--- src/rtl/sram_like_arbiter.sv ---
`default_nettype none
// ============================================================================
// Module      : sram_like_arbiter
// Description : Two-master, one-slave arbiter on the sram-like protocol.
//               Merges the instruction-side and data-side channels onto the
//               single sram-like port of the AXI bridge, one outstanding
//               transaction at a time. Data has fixed priority; a
//               starvation counter forces an instruction grant after
//               STARVE_LIMIT consecutive data grants that overtook a
//               waiting instruction request.
// Revision    : 1.0 - initial release
// ============================================================================
module sram_like_arbiter #(
    parameter int STARVE_LIMIT = 4,
    parameter int CNT_W        = 4
) (
    input  logic        clk,
    input  logic        rst,
    // instruction master
    input  logic        inst_req,
    input  logic        inst_wr,
    input  logic [1:0]  inst_size,
    input  logic [31:0] inst_addr,
    input  logic [31:0] inst_wdata,
    output logic        inst_addr_ok,
    output logic        inst_data_ok,
    output logic [31:0] inst_rdata,
    // data master
    input  logic        data_req,
    input  logic        data_wr,
    input  logic [1:0]  data_size,
    input  logic [31:0] data_addr,
    input  logic [31:0] data_wdata,
    output logic        data_addr_ok,
    output logic        data_data_ok,
    output logic [31:0] data_rdata,
    // bridge (slave) side
    output logic        req,
    output logic        wr,
    output logic [1:0]  size,
    output logic [31:0] addr,
    output logic [31:0] wdata,
    input  logic        addr_ok,
    input  logic        data_ok,
    input  logic [31:0] rdata
);

    localparam logic [CNT_W-1:0] C_LIMIT = CNT_W'(STARVE_LIMIT);

    typedef enum logic [2:0] {
        S_IDLE   = 3'd0,
        S_I_ADDR = 3'd1,
        S_D_ADDR = 3'd2,
        S_I_DATA = 3'd3,
        S_D_DATA = 3'd4
    } state_t;

    state_t           r_state;
    logic [CNT_W-1:0] r_starve_cnt;

    logic w_idle;
    logic w_starved;
    logic w_win_i;
    logic w_win_d;
    logic w_own_i;
    logic w_own_d;
    logic w_req;
    logic w_accept;

    // Grant in IDLE is decided combinationally so arbitration costs no cycle;
    // inst only beats a concurrent data request once it has been starved.
    assign w_idle    = (r_state == S_IDLE);
    assign w_starved = (r_starve_cnt == C_LIMIT);
    assign w_win_i   = w_idle & inst_req & (~data_req | w_starved);
    assign w_win_d   = w_idle & data_req & ~w_win_i;

    // Owner is the IDLE winner or the side locked while awaiting addr_ok;
    // locking keeps bridge outputs stable until the address is accepted.
    assign w_own_i   = w_win_i | (r_state == S_I_ADDR);
    assign w_own_d   = w_win_d | (r_state == S_D_ADDR);
    assign w_req     = (w_own_i & inst_req) | (w_own_d & data_req);
    assign w_accept  = w_req & addr_ok;

    assign req   = w_req;
    assign wr    = w_own_i ? inst_wr    : data_wr;
    assign size  = w_own_i ? inst_size  : data_size;
    assign addr  = w_own_i ? inst_addr  : data_addr;
    assign wdata = w_own_i ? inst_wdata : data_wdata;

    // addr_ok reaches only the owner. data_ok reaches a side only when it has
    // an accepted transaction (DATA state or the zero-wait acceptance cycle);
    // anything else is a stray data_ok and is dropped.
    assign inst_addr_ok = w_accept & w_own_i;
    assign data_addr_ok = w_accept & w_own_d;
    assign inst_data_ok = data_ok & ((r_state == S_I_DATA) | inst_addr_ok);
    assign data_data_ok = data_ok & ((r_state == S_D_DATA) | data_addr_ok);

    assign inst_rdata = rdata;
    assign data_rdata = rdata;

    // Transaction state and starvation counter, both advanced on acceptance.
    always_ff @(posedge clk) begin
        if (rst) begin
            r_state      <= S_IDLE;
            r_starve_cnt <= '0;
        end else begin
            case (r_state)
                S_IDLE, S_I_ADDR, S_D_ADDR: begin
                    if (w_own_i | w_own_d) begin
                        if (w_accept) begin
                            if (data_ok) begin
                                r_state <= S_IDLE;
                            end else begin
                                r_state <= w_own_i ? S_I_DATA : S_D_DATA;
                            end
                        end else begin
                            r_state <= w_own_i ? S_I_ADDR : S_D_ADDR;
                        end
                    end
                end
                S_I_DATA, S_D_DATA: begin
                    if (data_ok) begin
                        r_state <= S_IDLE;
                    end
                end
                default: r_state <= S_IDLE;
            endcase

            if (w_accept) begin
                if (w_own_i || !inst_req) begin
                    r_starve_cnt <= '0;
                end else if (!w_starved) begin
                    r_starve_cnt <= r_starve_cnt + CNT_W'(1);
                end
            end
        end
    end

endmodule
`default_nettype wire
--- config.mk ---
export PLATFORM = sky130hd
export DESIGN_NAME = sram_like_arbiter
export DESIGN_NICKNAME = d
export VERILOG_FILES = /design/src/rtl/sram_like_arbiter.sv
export SDC_FILE = /design/constraint.sdc
export NUM_CORES = 1
export LEC_CHECK = 0
export BUFFER_PORTS_ARGS = -buffer_cell sky130_fd_sc_hd__buf_2
export CORE_AREA = 2 2 121 123
export CTS_CLUSTER_DIAMETER = 60
export DETAILED_ROUTE_END_ITERATION = 6
export DIE_AREA = 0 0 123 125
export GPL_TIMING_DRIVEN = 0
export MAX_ROUTING_LAYER = met4
export PLACE_DENSITY_LB_ADDON = 0.15
export SKIP_CTS_REPAIR_TIMING = 1
export SLEW_MARGIN = 20
export SYNTH_ARGS = -nofsm -noshare
export SYNTH_HDL_FRONTEND = slang
export SYNTH_SLANG_ARGS = --single-unit
--- constraint.sdc ---
create_clock -name clk -period 2.5 [get_ports clk]
set_input_delay 0.25 -clock clk [delete_from_list [all_inputs] [get_ports clk]]
set_output_delay 0.25 -clock clk [all_outputs]
set_load 0.03 [all_outputs]
==> metrics.csv <==
stage,metric,value,unit
worst_setup_path,Critical Path Max Stage Delay,0.33,ns
clock_network,htree depth,1,
route,WL final,9000,um
floorplanning,row count,44,
clock_network,clock tree buffer depth,2,
sta,skew final,0.00147,ns
synth,register bit total from synthesis,7,
route,via count,2971,
hold_path,Worst Hold Class,input port to flip-flop,
placement,Final Wtd Congestion,0.776,
sta,max-slew violation count,0,
power_and_ir_drop,Clk network pwr share,0.155,
sta,final period utilization,0.927,
route,drt wl/cell,11.1,um
worst_setup_path,reg2reg setup slack,0.68,ns
hold_path,Hold Path Origin,data_ok,
global_route,vias in the first global route,2722,
power_and_ir_drop,combinational share of power,0.774,
placement,PortBufs,274,
sta,Final Hold Fails,0,
placement,placed cell count,804,
route,DR DRC count,0,
synth,"Seq/Total Area, Yosys",0.0753,
global_route,GRT Overall Usage,0.107,
synth,Ys Warns,0,
worst_setup_path,Critical R2R Capture,r_state[1],
worst_setup_path,"Max FO, Critical Path",10,
outcome,outcome,"finished, final reports clean",
layout,Final nets,803,
floorplanning,die width,123,um
global_route,pin count of the biggest net entering global routing,11,
floorplanning,Die ar.,0.0154,mm^2
floorplanning,die height,125,um
layout,fin cells,812,
worst_setup_path,R2R cell count,7,
sta,RSZ-0062 raised after global routing,false,
power_and_ir_drop,P per Cell Area,491,mW/mm^2
synth,Post-Syn Area per Cell,5.38,um^2
synth,post-synth cell types,35,
route,iteration count of the initial detailed-routing pass,4,
sta,post-layout min period,2.32,ns
layout,Syn-to-layout area delta,93.4,%
synth,Gate Count Post-Synth,346,
worst_setup_path,R2R Path Start,r_starve_cnt[0],
clock_network,CTS buffer count,3,
synth,asr flop ratio synth,0,
global_route,GR Overflow Total,0,
global_route,antenna violations before repair,0,
worst_setup_path,crit start category,flip-flop,
flow_run,max-cap violations,0,
power_and_ir_drop,Switch Pwr,971,uW
sta,Setup-failing EPs final,0,
sta,Worst slew margin,0.615,
layout,layout cell share with drive strength beyond 1,0.586,
layout,diodes inserted,0,
worst_setup_path,crit path cell chain,inv_1 -> ha_2 -> nand4b_4 -> a311o_1 -> buf_2 -> clkbuf_2 -> nand2_1 -> nand2_1 -> buf_2,
floorplanning,Placeable Area,0.0142,mm^2
power_and_ir_drop,Int Pwr,798,uW
worst_setup_path,critical path required time,2.25,ns
worst_setup_path,worst setup path class,flip-flop to output port,
worst_setup_path,Worst EP arrival,2.07,ns
floorplanning,I/O Pins,308,
worst_setup_path,CP endpoint kind,output port,
route,drt via density,3.66,
power_and_ir_drop,peak supply drop,0.000290,V
global_route,first-pass GRT wire length,12800,um
synth,Synth Flop Type,dfxtp_1,
route,initial DRC count,50,
power_and_ir_drop,Reg power frac,0.070,
route,antenna-violating nets left,0,
sta,setup TNS,0,ns
sta,fmax,431,MHz
clock_network,CTS tree,built,
synth,Netlist Area Pre-Place,0.00186,mm^2
clock_network,clock latency on the worst-skew pair,0.23,ns
layout,Multi-input gate area,0.00113,mm^2
synth,Mapped Nets,520,
clock_network,Worst-path clk slew,0.04,ns
sta,worst slew pin tran,0.572,ns
floorplanning,Initial Util,0.131,
clock_network,clk sinks,7,
synth,number of synthesized flops with an enable pin,0,
worst_setup_path,"Slowest-stage cell, CP",a311o_1,
power_and_ir_drop,Sw Share,0.549,
clock_network,Clock Tree Root,clkbuf_16,
placement,post-detail-place hpwl,7910,um
power_and_ir_drop,Lkg Pwr,0.00232,uW
hold_path,Hold Path Depth,2,
layout,Register Area,140,um^2
layout,Fill cells,1632,
hold_path,WHS Endpoint,r_state[2],
state kept, by name (all words and copies together), names as in the netlist:
name / count
r_state: 3
r_starve_cnt: 4
final cells by class:
cell class                 instances  share of cell area
timing repair buffer             279               0.392
tap                              184              0.0639
clock buffer                       4              0.0219
buffer                            81               0.163
inverter                           5             0.00521
multi-input combinational        252               0.315
sequential                         7              0.0389
cells in the final DEF, fill, tap and decap left out, drive strengths merged, types with 4 or more instances in the layout:
cell type / instances
buf: 354
nand2: 205
clkbuf: 10
dfxtp: 7
a21oi: 6
nor2: 6
inv: 5
o21ai: 4
logic make-up (layout without fill, tap and decap cells):
kind of cell               count (synthesis)  count (layout)  synth area share
DFF                                        7               7            0.0753
buffers and inverters                     87             369             0.317
adders and majority gates                  2               2            0.0134
and+or+nand+nor                          227             227             0.491
AOI/OAI and AO/OA                         23              23             0.104
power groups by stage:
stage / clock network [uW] / logic (uW) / registers [uW]
after global placement: 0 / 1360 / 126
after floorplan: 0 / 922 / 124
after detailed placement: 0 / 1360 / 126
after CTS: 280 / 1370 / 124
after global routing: 286 / 1490 / 126
final: 275 / 1370 / 124
through the flow:
stage	hold slack, ns	power, uW	setup slack (ns)	util	cell area [um^2]
6_report	0.253	1770	0.182	0.254	3600
5_1_grt	0.280	1900	0.00342	0.254	3600
4_1_cts	0.252	1770	-0.204	0.249	3540
3_5_place_dp	0.495	1490	0.0531	0.244	3460
3_3_place_gp	0.505	1490	0.0191	0.244	3460
2_1_floorplan	0.329	1050	0.143	-	1860
worst max-delay path: cells and delay by family (launching register included):
family / cells / cell delay, ns
simple gates: 3 / 0.33
buf+inv: 4 / 0.64
compound gates: 1 / 0.33
fa+ha+maj: 1 / 0.20
flops: 1 / 0.32
cell usage after synthesis, types with 2 or more instances:
master / number / area [um^2]
nand2_1: 205 / 769
buf_4: 66 / 495
clkbuf_1: 8 / 30.0
dfxtp_1: 7 / 140
a21oi_1: 6 / 30.0
buf_2: 6 / 30.0
nor2_1: 6 / 22.5
inv_1: 5 / 18.8
o21ai_0: 4 / 20.0
a31oi_1: 2 / 12.5
ha_1: 2 / 25.0
nand2b_1: 2 / 12.5
nand4_1: 2 / 12.5
nor2b_1: 2 / 12.5
nor3_1: 2 / 10.0
o31ai_1: 2 / 15.0
how the worst max path moves through the flow:
stage	start	to	cells after the start
after floorplan	r_state[1]	data_addr_ok	4
after global placement	r_starve_cnt[0]	wdata[14]	9
after detailed placement	r_starve_cnt[0]	wdata[14]	9
after CTS	r_starve_cnt[0]	wdata[14]	9
after global routing	r_starve_cnt[0]	addr[24]	9
final	r_starve_cnt[0]	addr[17]	9
per-layer routing:
metal / track usage / wire, um / up-vias
met5: - / 0 / -
met4: 0.00802 / 18 / 0
met3: 0.0132 / 795 / 2
met2: 0.217 / 4840 / 151
met1: 0.110 / 3340 / 1240
li1: - / - / 1578
Note: power is estimated with default switching activity, not from simulation.
